File: config.mk
export PLATFORM = sky130hd
export DESIGN_NAME = mem_access_ctrl
export DESIGN_NICKNAME = d
export VERILOG_FILES = /design/src/rtl/mem_access_ctrl.sv
export SDC_FILE = /design/constraint.sdc
export NUM_CORES = 1
export LEC_CHECK = 0
export BUFFER_PORTS_ARGS = -buffer_cell sky130_fd_sc_hd__buf_2
export CAP_MARGIN = 0
export CORE_ASPECT_RATIO = 0.5
export CORE_MARGIN = 2
export CORE_UTILIZATION = 50
export DETAILED_ROUTE_END_ITERATION = 7
export PLACE_DENSITY = 0.87
export SYNTH_ARGS = -nofsm -noshare
export SYNTH_HDL_FRONTEND = slang
export SYNTH_SLANG_ARGS = --single-unit
File: constraint.sdc
create_clock -name clk -period 3.7 [get_ports clk]
set_input_delay 0.74 -clock clk [delete_from_list [all_inputs] [get_ports clk]]
set_output_delay 0.74 -clock clk [all_outputs]
set_load 0.02 [all_outputs]
File: src/rtl/mem_access_ctrl.sv
// mem_access_ctrl: MEM-stage data-memory access sequencer for a 5-stage RISC-V
// pipeline. Issues one request/acknowledge bus transaction per load or store,
// stalls the pipeline until the bus acknowledges, captures load data, and
// reports misaligned or timed-out accesses as a one-cycle fault pulse.
//
// Optional build macro: MEM_ACCESS_STATS_EN adds the stat_accesses and
// stat_stall_cycles counters and ports.
//
// Parameters: ADDR_W/DATA_W size the bus; TIMEOUT (2..255) is the maximum
// number of REQ cycles spent waiting for bus_ack before the access faults.

module mem_access_ctrl #(
  parameter int ADDR_W  = 32,
  parameter int DATA_W  = 32,
  parameter int TIMEOUT = 16
) (
  input  logic              clk,
  input  logic              reset,
  input  logic              MemWriteM,
  input  logic [1:0]        ResultSrcM,
  input  logic [31:0]       AluResultM,
  input  logic [31:0]       WriteDataM,
  output logic              StallM,
  output logic [31:0]       ReadDataM,
  output logic              AccessFaultM,
  output logic              bus_req,
  output logic              bus_we,
  output logic [ADDR_W-1:0] bus_addr,
  output logic [DATA_W-1:0] bus_wdata,
  input  logic              bus_ack,
  input  logic [DATA_W-1:0] bus_rdata
`ifdef MEM_ACCESS_STATS_EN
  ,
  output logic [31:0]       stat_accesses,
  output logic [31:0]       stat_stall_cycles
`endif
);

  typedef enum logic [1:0] {
    S_IDLE = 2'b00,
    S_REQ  = 2'b01,
    S_DONE = 2'b10,
    S_ERR  = 2'b11
  } state_t;

  // Last counter value allowed in REQ; reaching it without an ack aborts.
  localparam logic [7:0] TMO_LAST = 8'(TIMEOUT - 1);

  state_t              r_state;
  state_t              w_state_nxt;
  logic                w_access;
  logic                w_aligned;
  logic                w_stall;
  logic [7:0]          r_cnt;
  logic                r_bus_req;
  logic                r_bus_we;
  logic [ADDR_W-1:0]   r_bus_addr;
  logic [DATA_W-1:0]   r_bus_wdata;
  logic [31:0]         r_rdata;
  logic                r_fault;

  assign w_access  = MemWriteM | (ResultSrcM == 2'b01);
  assign w_aligned = (AluResultM[1:0] == 2'b00);

  // Stall while the access is still pending; gated by reset so an
  // asynchronous reset releases the pipeline before the next clock edge.
  assign w_stall = reset & w_access & ((r_state == S_IDLE) | (r_state == S_REQ));

  assign StallM       = w_stall;
  assign ReadDataM    = r_rdata;
  assign AccessFaultM = r_fault;
  assign bus_req      = r_bus_req;
  assign bus_we       = r_bus_we;
  assign bus_addr     = r_bus_addr;
  assign bus_wdata    = r_bus_wdata;

  // FSM state register.
  always_ff @(posedge clk or negedge reset) begin
    if (!reset) begin
      r_state <= S_IDLE;
    end else begin
      r_state <= w_state_nxt;
    end
  end

  // FSM next-state decode.
  always_comb begin
    w_state_nxt = r_state;
    case (r_state)
      S_IDLE: begin
        if (w_access) begin
          if (w_aligned) begin
            w_state_nxt = S_REQ;
          end else begin
            w_state_nxt = S_ERR;
          end
        end else begin
          w_state_nxt = S_IDLE;
        end
      end
      S_REQ: begin
        if (bus_ack) begin
          w_state_nxt = S_DONE;
        end else if (r_cnt == TMO_LAST) begin
          w_state_nxt = S_ERR;
        end else begin
          w_state_nxt = S_REQ;
        end
      end
      S_DONE:  w_state_nxt = S_IDLE;
      S_ERR:   w_state_nxt = S_IDLE;
      default: w_state_nxt = S_IDLE;
    endcase
  end

  // Bus outputs, fault pulse and wait counter, all registered from the next state.
  always_ff @(posedge clk or negedge reset) begin
    if (!reset) begin
      r_bus_req   <= 1'b0;
      r_bus_we    <= 1'b0;
      r_bus_addr  <= '0;
      r_bus_wdata <= '0;
      r_fault     <= 1'b0;
      r_cnt       <= 8'd0;
    end else begin
      r_bus_req <= (w_state_nxt == S_REQ);
      r_fault   <= (w_state_nxt == S_ERR);
      if ((r_state == S_IDLE) && (w_state_nxt == S_REQ)) begin
        r_bus_we    <= MemWriteM;
        r_bus_addr  <= ADDR_W'(AluResultM);
        r_bus_wdata <= DATA_W'(WriteDataM);
        r_cnt       <= 8'd0;
      end else if ((r_state == S_REQ) && (w_state_nxt == S_REQ)) begin
        r_cnt <= r_cnt + 8'd1;
      end else begin
        r_cnt <= r_cnt;
      end
    end
  end

  // Load data capture: only a completing load updates ReadDataM.
  always_ff @(posedge clk or negedge reset) begin
    if (!reset) begin
      r_rdata <= 32'd0;
    end else if ((r_state == S_REQ) && bus_ack && !r_bus_we) begin
      r_rdata <= 32'(bus_rdata);
    end else begin
      r_rdata <= r_rdata;
    end
  end

`ifdef MEM_ACCESS_STATS_EN
  logic [31:0] r_stat_acc;
  logic [31:0] r_stat_stall;

  assign stat_accesses     = r_stat_acc;
  assign stat_stall_cycles = r_stat_stall;

  // Saturating counters of completed accesses and stalled cycles.
  always_ff @(posedge clk or negedge reset) begin
    if (!reset) begin
      r_stat_acc   <= 32'd0;
      r_stat_stall <= 32'd0;
    end else begin
      if ((r_state == S_DONE) && (r_stat_acc != 32'hFFFF_FFFF)) begin
        r_stat_acc <= r_stat_acc + 32'd1;
      end else begin
        r_stat_acc <= r_stat_acc;
      end
      if (w_stall && (r_stat_stall != 32'hFFFF_FFFF)) begin
        r_stat_stall <= r_stat_stall + 32'd1;
      end else begin
        r_stat_stall <= r_stat_stall;
      end
    end
  end
`endif

endmodule
Yosys cells after proc, flatten, opt, wreduce, memory -nomap -nowiden
Cells that the tools add are included.
Widths: inputs -> output; s select.
{"block": "op_classes", "add_sub_neg": 1, "n_mul": 0, "div": 0, "magnitude_cmp": 0, "eq_ne": 7, "shift": 0, "muxes": 7, "n_bitwise": 4, "n_reduce_logical": 9}
{"op": "$mux 8", "count": 2}
{"op": "$add 8x1->8 const B", "count": 1}
{"op": "$eq 8x4->1 const B", "count": 1}
{"op": "$mux 2", "count": 4}
{"op": "$eq 2x1->1 const B", "count": 3}
{"op": "$eq 2x2->1 const B", "count": 3}
{"op": "$pmux 2 s3", "count": 1}
{"op": "$logic_and 1x1->1", "count": 4}
{"op": "$logic_not 2->1", "count": 2}
{"op": "$and 1x1->1", "count": 2}
{"op": "$or 1x1->1", "count": 2}
{"op": "$reduce_bool 2->1", "count": 1}
{"op": "$reduce_or 2->1", "count": 1}
{"op": "$logic_not 1->1", "count": 1}
{"block": "word_totals", "reg_bits": 109, "latch_bits": 0, "ramBits": 0, "romBits": 0, "out_inout_bits": 100, "n_memories": 0}

Longest topological paths before layout
Gate-level depths: netlist (run 1).
{"block": "logic_depth", "word_depth": 8, "depth_mapped": 6, "mapped_depth_nobuf": 5}

Worst setup path after synthesis (run 1)
No wires, ideal clock.
{"block": "synth_timing", "path_type": "in2reg", "startpoint": "in AluResultM[1]", "endpoint": "reg r_bus_addr[2] (netlist: bus_addr[2])", "setup_time_ns": 0.128, "t_arrival_ns": 1.952, "slack_ns": 1.620, "cell_stages": 5, "path_buffers": 2, "path_cell_list": "or3_1 > a211o_1 > buf_6 > buf_6 > mux2_1"}
{"block": "synth_between", "elab_chain_len": 6}
{"element": "start: declaration", "line_no": "21", "rtl": "input logic [31:0] AluResultM,"}
{"element": "$logic_not 2->1", "line_no": "63", "rtl": "assign w_aligned = (AluResultM[1:0] == 2'b00);"}
{"element": "$mux 2", "line_no": "92", "rtl": "if (w_aligned) begin"}
{"element": "$mux 2", "line_no": "91", "rtl": "if (w_access) begin"}
{"element": "$pmux 2 s3", "line_no": "89", "rtl": "case (r_state)"}
{"element": "$eq 2x1->1", "line_no": "128", "rtl": "if ((r_state == S_IDLE) && (w_state_nxt == S_REQ)) begin"}
{"element": "$logic_and 1x1->1", "line_no": "128"}
{"element": "end signal: assignment", "line_no": "130", "rtl": "r_bus_addr <= ADDR_W'(AluResultM);"}
{"element": "end: declaration", "line_no": "57", "rtl": "logic [ADDR_W-1:0] r_bus_addr;"}
No other way between the ends.
A chain may end at the register's enable or synchronous reset.

Final worst setup path (run 1)
{"block": "layout_timing", "startpoint": "reg r_state[0]", "endpoint": "reg r_cnt[7]"}
{"block": "layout_between", "elab_chain_len": 6, "word_cells_on_any_way": 11, "cone_classes": "eq/ne (4); mux (2); reduce/logical (5)"}
{"element": "start: declaration", "line_no": "49", "rtl": "state_t r_state;"}
{"element": "start signal: assignment", "line_no": "82", "rtl": "r_state <= w_state_nxt;"}
{"element": "$eq 2x2->1", "line_no": "89"}
{"element": "$reduce_or 2->1 (no line)"}
{"element": "$pmux 2 s3", "line_no": "89"}
{"element": "$eq 2x1->1", "line_no": "128, 133"}
{"element": "$logic_and 1x1->1 (on tied branches)", "line_no": "128, 133"}
{"element": "$mux 8 / $reduce_bool 2->1 (equally long branches)"}
{"element": "end signal: assignment", "line_no": "134", "rtl": "r_cnt <= r_cnt + 8'd1;"}
{"element": "end signal: assignment", "line_no": "136", "rtl": "r_cnt <= r_cnt;"}
{"element": "end: declaration", "line_no": "54", "rtl": "logic [7:0] r_cnt;"}
Several ways; a longest one is shown, not always the timed one.

==> results by group, run 1 <==
Layout
  – Share of cells above drive strength 1: ~60%
  – Final Instance Area: between 0.005 and 0.006 mm2
  – Final nets: between 500 and 600
  – Area Growth Syn to Fin: 33.4%
  – Core Util, Final: 69.8%
  – Antenna diode count: 0
  – Fillers: 597

CTS
  – CTS H-tree lvls: 3
  – Post-CTS sizing: 0
  – CTS sink cnt: around 110
  – Post-CTS Setup Inserts: 0
  – Root Buffer: clkbuf_16
  – Clk pin slew, worst setup/hold paths: approximately 0.06 ns
  – CTS hold repair buffers: 0
  – Inserted Clock Buffers: 9
  – Clk buf depth: 2
  – CTS tree: done
  – Clk_lat worst skew: roughly 0.33 ns

Synth
  – Most frequent cell after synthesis: dfrtp_1
  – Sequential element share of the synthesized area: approximately 64%
  – Syn Nets: around 380
  – Avg Cell Area, Syn: between 15 and 20 um2
  – EDFF count, synth: 0
  – Top cells by area, synth: dfrtp_1 (64%), mux2_2 (17%), mux2_1 (8.0%), nand3_1 (1.1%), buf_6 (1.1%)
  – Synth unique cells: 33
  – Post-synth top area share: 64.2%
  – Most common flop cell mapped by yosys: dfrtp_1
  – Mapped Cells: about 270
  – Most instantiated cells after synthesis: dfrtp_1 (109), mux2_2 (64), mux2_1 (30)
  – Synthesized area: between 0.004 and 0.005 mm2
  – Ys async rst share: between 90% and 100%
  – Cell taking the most area after synthesis: dfrtp_1
  – Register bit total from synthesis: 109
  – Yosys Warn Count: 0

GRT
  – GRT overflow: 0
  – Largest net degree at the start of global routing: 48
  – First-pass GRT wire length: around 15 mm
  – Initial antenna violation count: 0
  – Vias in the first global route: 3075
  – Total GRT Usage: between 20% and 30%

Setup path
  – Crit path required time: about 4.0 ns
  – Crit path capture type: flip-flop
  – Crit Path Category: flip-flop to flip-flop
  – CP Launch Type: flip-flop
  – CP top delay family: compound AO/OA/AOI/OAI gates
  – Sum of buffers and inverters on the critical path: 1
  – Critical path, cell by cell: or3_1, a211o_2, buf_4, a211oi_2, mux2i_1
  – Critical path's largest stage delay: slightly below 0.6 ns
  – Max FO, Critical Path: 32
  – Worst Path Arrival: about 2.6 ns
  – Crit path max-delay cell type: a211o_2

Detailed routing
  – Final ANT Viol Nets: 0
  – Via count: 2905
  – Pre-antenna DRT Iters: 4
  – WL final: approximately 9 mm
  – Final routed DRC violation total: 0
  – Iter 0 DRT Violations: 142
  – Mean routed wirelength per cell: 15.5 um
  – Vias/cell: just under 5

STA
  – Clk_skew: ~0.0040 ns
  – Setup TNS Final: 0 ns
  – Unrepaired setup endpoints after global routing: false
  – Tightest Pin Transition: about 0.66 ns
  – Setup violations, final: 0
  – WHS: around 0.3 ns
  – Tmin final: between 2 and 2.5 ns
  – Fin. max-slew vios: 0
  – Max Clk Rate: between 0.4 and 0.5 GHz
  – Final period util: between 60% and 70%
  – Setup ws final: 1.35 ns
  – Endpoints failing hold: 0
  – Headroom to the max-slew limit: between 50% and 60%

Power
  – Leak: ~0.0029 uW
  – VDD IR max: 442 uV
  – Power per cell area: just over 900 mW/mm2

Placed design
  – RD Place Congestion: around 0.8
  – Worst slack, placed: about 1.0 ns
  – Area post-placement: 0.00535 mm2
  – HPWL Detailed: about 7 mm
  – I/O Buffers: about 200

Floorplan
  – I/O pin total: about 200
  – Die Y: between 60 and 70 um
  – Core area: slightly above 0.008 mm2
  – Starting Density: 52.3%
  – Row count: 23
  – Die width: 134 um
  – Die area: 0.00929 mm2

Flow run
  – Max-cap check violation count: 0

Min path
  – Min-Delay Path Class: input port to async pin

Outcome
  – Status: finished, final reports clean
-- cells by family (layout without fill, tap and decap cells) --
logic type / after synthesis / after routing / share of synthesized area, %
flops: 109 / 109 / 64.2
mux: 95 / 95 / 25.2
simple gates: 37 / 37 / 5.36
buf+inv: 16 / 225 / 2.36
compound gates: 15 / 15 / 2.62
fa+ha+maj: 1 / 1 / 0.295
-- path summary, 6_finish.rpt --
path	start	end	slack, ns	depth (start not counted)
min in group clk	bus_addr[1]	bus_addr[1]	0.49	1
worst max register to register	r_state[0]	r_cnt[7]	1.35	5
worst min register to register	bus_addr[1]	bus_addr[1]	0.49	1
max in group asynchronous	reset	bus_wdata[22]	2.52	2
worst max-delay path	r_state[0]	r_cnt[7]	1.35	5
worst min-delay path	reset	ReadDataM[9]	0.31	1
-- metrics by stage --
stage | instances | total power [uW]
final | 594 | 5160
after global routing | 594 | 5460
after global placement | 578 | 4150
after detailed placement | 578 | 4250
after CTS | 594 | 5230
after floorplan | 273 | 3440
-- layout by cell type, fill, tap and decap left out, drive strengths merged --
cell type and instances:
buf 206, dfrtp 109, mux2 94, clkbuf 13
nand3 9, nand2 5, nand2b 4, a211o 4
and2 4, inv 3, o21ai 3, and3 3
a21oi 2, nor2 2, nor4b 2, nand3b 2
nor4 1, o22ai 1, o32ai 1, or3 1
nor3b 1, or4b 1, o311ai 1, nand4bb 1
o211ai 1, o31ai 1, nand4 1, a211oi 1
mux2i 1, ha 1, clkinvlp 1, clkinv 1
bufinv 1
-- worst register-to-register path, cell delays in order (launching register included) --
cell      delay, ns
dfrtp_1        0.50
or3_1          0.41
a211o_2        0.59
buf_4          0.34
a211oi_2       0.23
mux2i_1        0.21
-- registers in the layout, summed over array words and instances, names as in the netlist --
register,count
r_cnt,8
r_state,2
bus_we,1
bus_wdata,32
ReadDataM,32
bus_addr,32
bus_req,1
AccessFaultM,1
-- where the power goes --
group          switching [uW]  total, uW  internal [uW]  leakage [uW]
Clock                     389        968            579      0.000152
Combinational            1220       2110            885       0.00139
Sequential                319       2090           1770       0.00131
Total                    1930       5160           3230       0.00285
-- layout make-up --
| class | count | area [um2] | share of cell area, % |
|---|---|---|---|
| clock buffers | 13 | 270 | 4.77 |
| clock inverters | 3 | 42.5 | 0.751 |
| inverters | 3 | 11.3 | 0.199 |
| multi-input cells | 148 | 1430 | 25.2 |
| flip-flops and latches | 109 | 2730 | 48.1 |
| well taps | 112 | 140 | 2.47 |
| repair buffers | 206 | 1050 | 18.5 |
-- per-layer routing --
| layer | wire length, um | vias to the layer above | GRT usage (%) |
|---|---|---|---|
| li1 | - | 1382 | - |
| met1 | 3610 | 1431 | 24.3 |
| met2 | 4990 | 80 | 37.5 |
| met3 | 450 | 12 | 4.90 |
| met4 | 131 | 0 | 5.15 |
| met5 | 0 | - | 0 |
Note: power is estimated with default switching activity, not from simulation.
==> inputs of run 2 (changes only) <==
- ABC_AREA: not set -> 1
- CORE_UTILIZATION: 50 -> 42
- PLACE_DENSITY: 0.87 -> 0.77
- clock period: 3.7 -> 2.05 ns (I/O delays scaled with it)
==> run 2 against run 1 <==
Compared with the run above: sequential share of layout area decreased by 2.1 points; critical path type unchanged; via count increased by 23%; largest cell class unchanged; highest routed layer unchanged; fmax increased by 42%; global-route usage decreased by 2.5 points; critical path depth increased by 1; largest power group unchanged; synthesized cell count increased by 62%.
==> results by group, run 2 <==
STA
  – Clk_skew: 0.00793 ns (+0.00397 ns)
  – Tmin final: 1.65 ns (-0.700 ns)
  – Max Clk Rate: 0.607 GHz (+42%)
  – Setup violations, final: 0 (unchanged)
  – Headroom to the max-slew limit: 61.8% (+5.8 points)
  – Setup TNS Final: 0 ns (unchanged)
  – Tightest Pin Transition: 0.573 ns (-0.0871 ns)
  – Final period util: 80.4% (+17 points)
  – Unrepaired setup endpoints after global routing: false
  – Fin. max-slew vios: 0 (unchanged)
  – Endpoints failing hold: 0 (unchanged)

Placed design
  – RD Place Congestion: 0.788 (-0.54%)
  – I/O Buffers: 201 (unchanged)
  – HPWL Detailed: 7.24 mm (+3.6%)

Floorplan
  – Row count: 26 (+13%)
  – Core area: 0.0103 mm2 (+27%)
  – Die area: 0.0116 mm2 (+25%)
  – Starting Density: 43.5% (-8.8 points)
  – Die width: 150 um (+12%)
  – I/O pin total: 202 (unchanged)
  – Die Y: 77.1 um (+11%)

Outcome
  – Status: finished, final reports clean

Synth
  – Synth Area in Simple Gates: 11.3% (+5.9 points)
  – Top cells by area, synth: dfrtp_1 (61%), nand2_1 (8.2%), o21ai_1 (7.4%), inv_1 (6.8%), mux2_1 (4.0%)
  – Mapped Cells: 443 (+62%)
  – Ys async rst share: 100% (unchanged)
  – Syn Nets: 546 (+45%)
  – Synthesized area: 0.00449 mm2 (+5.7%)
  – Cell taking the most area after synthesis: dfrtp_1
  – Most instantiated cells after synthesis: dfrtp_1 (109), nand2_1 (98), inv_1 (81)
  – Most frequent cell after synthesis: dfrtp_1
  – Main combinational cell family by area after synthesis: simple AND/OR/NAND/NOR gates
  – EDFF count, synth: 0 (unchanged)
  – Post-synth top area share: 60.8% (-3.5 points)
  – Adder-Cell Fraction of Synth Area: 0.279% (-0.016 points)
  – Mux share of post-synthesis cell area: 8.03% (-17 points)
  – Register bit total from synthesis: 109 (unchanged)
  – Most common flop cell mapped by yosys: dfrtp_1
  – Sequential element share of the synthesized area: 60.8% (-3.5 points)
  – Synth unique cells: 22 (-33%)
  – Post-synthesis xor/xnor area fraction: 0.585% (+0.59 points)
  – Avg Cell Area, Syn: 10.1 um2 (-35%)
  – Yosys Warn Count: 0 (unchanged)
  – Complex-gate fraction of the synthesized area: 8.22% (+5.6 points)

Detailed routing
  – Via count: 3564 (+23%)
  – Final routed DRC violation total: 0 (unchanged)
  – Vias/cell: 4.52 (-7.5%)
  – Pre-antenna DRT Iters: 4 (unchanged)
  – WL final: 9.85 mm (+7.2%)
  – Final ANT Viol Nets: 0 (unchanged)
  – Iter 0 DRT Violations: 198 (+39%)
  – Mean routed wirelength per cell: 12.5 um (-19%)

GRT
  – GRT overflow: 0 (unchanged)
  – Total GRT Usage: 18.0% (-2.5 points)
  – Vias in the first global route: 3615 (+18%)
  – Initial antenna violation count: 0 (unchanged)
  – Largest net degree at the start of global routing: 110 (+130%)
  – First-pass GRT wire length: 16.5 mm (+9.1%)

CTS
  – Clk pin slew, worst setup/hold paths: 0.07 ns (about the same)
  – CTS hold repair buffers: 0 (unchanged)
  – Post-CTS sizing: 0 (unchanged)
  – CTS tree: done
  – CTS H-tree lvls: 3 (unchanged)
  – Clk buf depth: 2 (unchanged)
  – CTS sink cnt: 109 (unchanged)
  – Post-CTS Setup Inserts: 0 (unchanged)
  – Clk_lat worst skew: 0.34 ns (about the same)
  – Root Buffer: clkbuf_16
  – Inserted Clock Buffers: 9 (unchanged)

Power
  – VDD IR max: 639 uV (+45%)
  – P_sw: 3880 uW (+100%)
  – Sw Share: 40.6% (+3.2 points)
  – Power per cell area: 1610 mW/mm2 (+77%)
  – Int Power: 5660 uW (+75%)
  – Comb power frac: 42.7% (+1.9 points)
  – Flop pwr share: 37.9% (-2.5 points)
  – Clock share of power: 19.5% (+0.8 points)
  – Final Total Pwr: 9540 uW (+85%)
  – Leak: 0.00341 uW (+20%)

Setup path
  – Worst Path Arrival: 1.89 ns (-0.71 ns)
  – Max FO, Critical Path: 7 (-78%)
  – Crit Path Category: flip-flop to flip-flop
  – Critical path's largest stage delay: 0.40 ns (-0.19 ns)
  – Critical path, cell by cell: ha_1, nand3_1, o21bai_1, a21oi_1, buf_4, a21oi_1
  – Most common cell on crit path: a21oi_1
  – CP Launch Type: flip-flop
  – Crit path required time: 2.29 ns (-1.67 ns)
  – Crit path max-delay cell type: dfrtp_1
  – Crit path capture type: flip-flop
  – Sum of buffers and inverters on the critical path: 1 (unchanged)
  – CP top delay family: compound AO/OA/AOI/OAI gates

Layout
  – Share of cells above drive strength 1: 38.1% (-22 points)
  – Final nets: 746 (+29%)
  – Core Util, Final: 57.4% (-12 points)
  – Fillers: 898 (+50%)
  – Most common cell after layout, fill and taps aside: buf_2
  – Most frequent cells in the layout: buf_2 (200), dfrtp_1 (109), nand2_1 (98), inv_1 (81), o21ai_1 (66)
  – Sequential Area: 0.00273 mm2 (unchanged)
  – Area Growth Syn to Fin: 31.9%
  – Antenna diode count: 0 (unchanged)
  – Multi-input logic area: 0.00127 mm2 (-11%)

Min path
  – Min-Delay Path Class: input port to async pin

Flow run
  – Max-cap check violation count: 0 (unchanged)
run 2: worst register-to-register path: stages (launching register included):
cell and delay, ns:
dfrtp_1 0.40, ha_1 0.25, nand3_1 0.14, o21bai_1 0.26, a21oi_1 0.12, buf_4 0.18, a21oi_1 0.20
run 2: final timing paths:
| kind | start | end | slack, ns | depth (start not counted) |
|---|---|---|---|---|
| max in group asynchronous | reset | AccessFaultM | 1.46 | 2 |
| max | r_cnt[0] | AccessFaultM | 0.40 | 6 |
| min in group clk | bus_rdata[17] | ReadDataM[17] | 0.28 | 2 |
| max reg2reg | r_cnt[0] | AccessFaultM | 0.40 | 6 |
| min reg2reg | bus_addr[0] | bus_addr[0] | 0.47 | 2 |
| min | reset | bus_wdata[20] | 0.15 | 2 |
run 2: layout make-up:
class                           instances  share of cell area, %
Clock inverter                          7                   1.61
Clock buffer                            9                   3.80
Timing Repair Buffer                  209                   18.7
Multi-Input combinational cell        229                   21.5
Inverter                               85                   5.39
Tap cell                              140                   2.96
Sequential cell                       109                   46.0
run 2: through the flow:
step           hold slack [ns]  area [um2]  instances  setup WS [ns]
6_report                 0.146        5920        788          0.402
3_5_place_dp             0.450        5600        772          0.287
5_1_grt                  0.214        5920        788          0.207
2_1_floorplan            0.114        4490        443          0.541
4_1_cts                  0.192        5920        788          0.425
3_3_place_gp             0.453        5600        772          0.326
run 2: power groups by stage:
stage	Sequential, uW	Combinational, uW	Clock [uW]
2_1_floorplan	4770	1620	0
3_3_place_gp	3610	4020	0
3_5_place_dp	3640	4120	0
4_1_cts	3620	4130	1910
5_1_grt	3750	4460	1990
6_report	3610	4070	1860
run 2: cell families (layout without fill, tap and decap cells):
| kind of cell | count (synthesis) | count (layout) |
|---|---|---|
| buffers and inverters | 105 | 310 |
| adder cells (fa/ha/maj) | 1 | 1 |
| XOR/XNOR | 3 | 3 |
| AO/OA/AOI/OAI | 70 | 70 |
| AND/OR/NAND/NOR | 123 | 123 |
| flip-flops | 109 | 109 |
| multiplexers | 32 | 32 |
run 2: routing by layer:
metal	GRT usage, %	wire length [um]	vias up
li1	-	-	1776
met2	33.8	5340	81
met5	0	0	-
met4	7.17	240	0
met3	3.99	389	20
met1	19.5	3880	1687
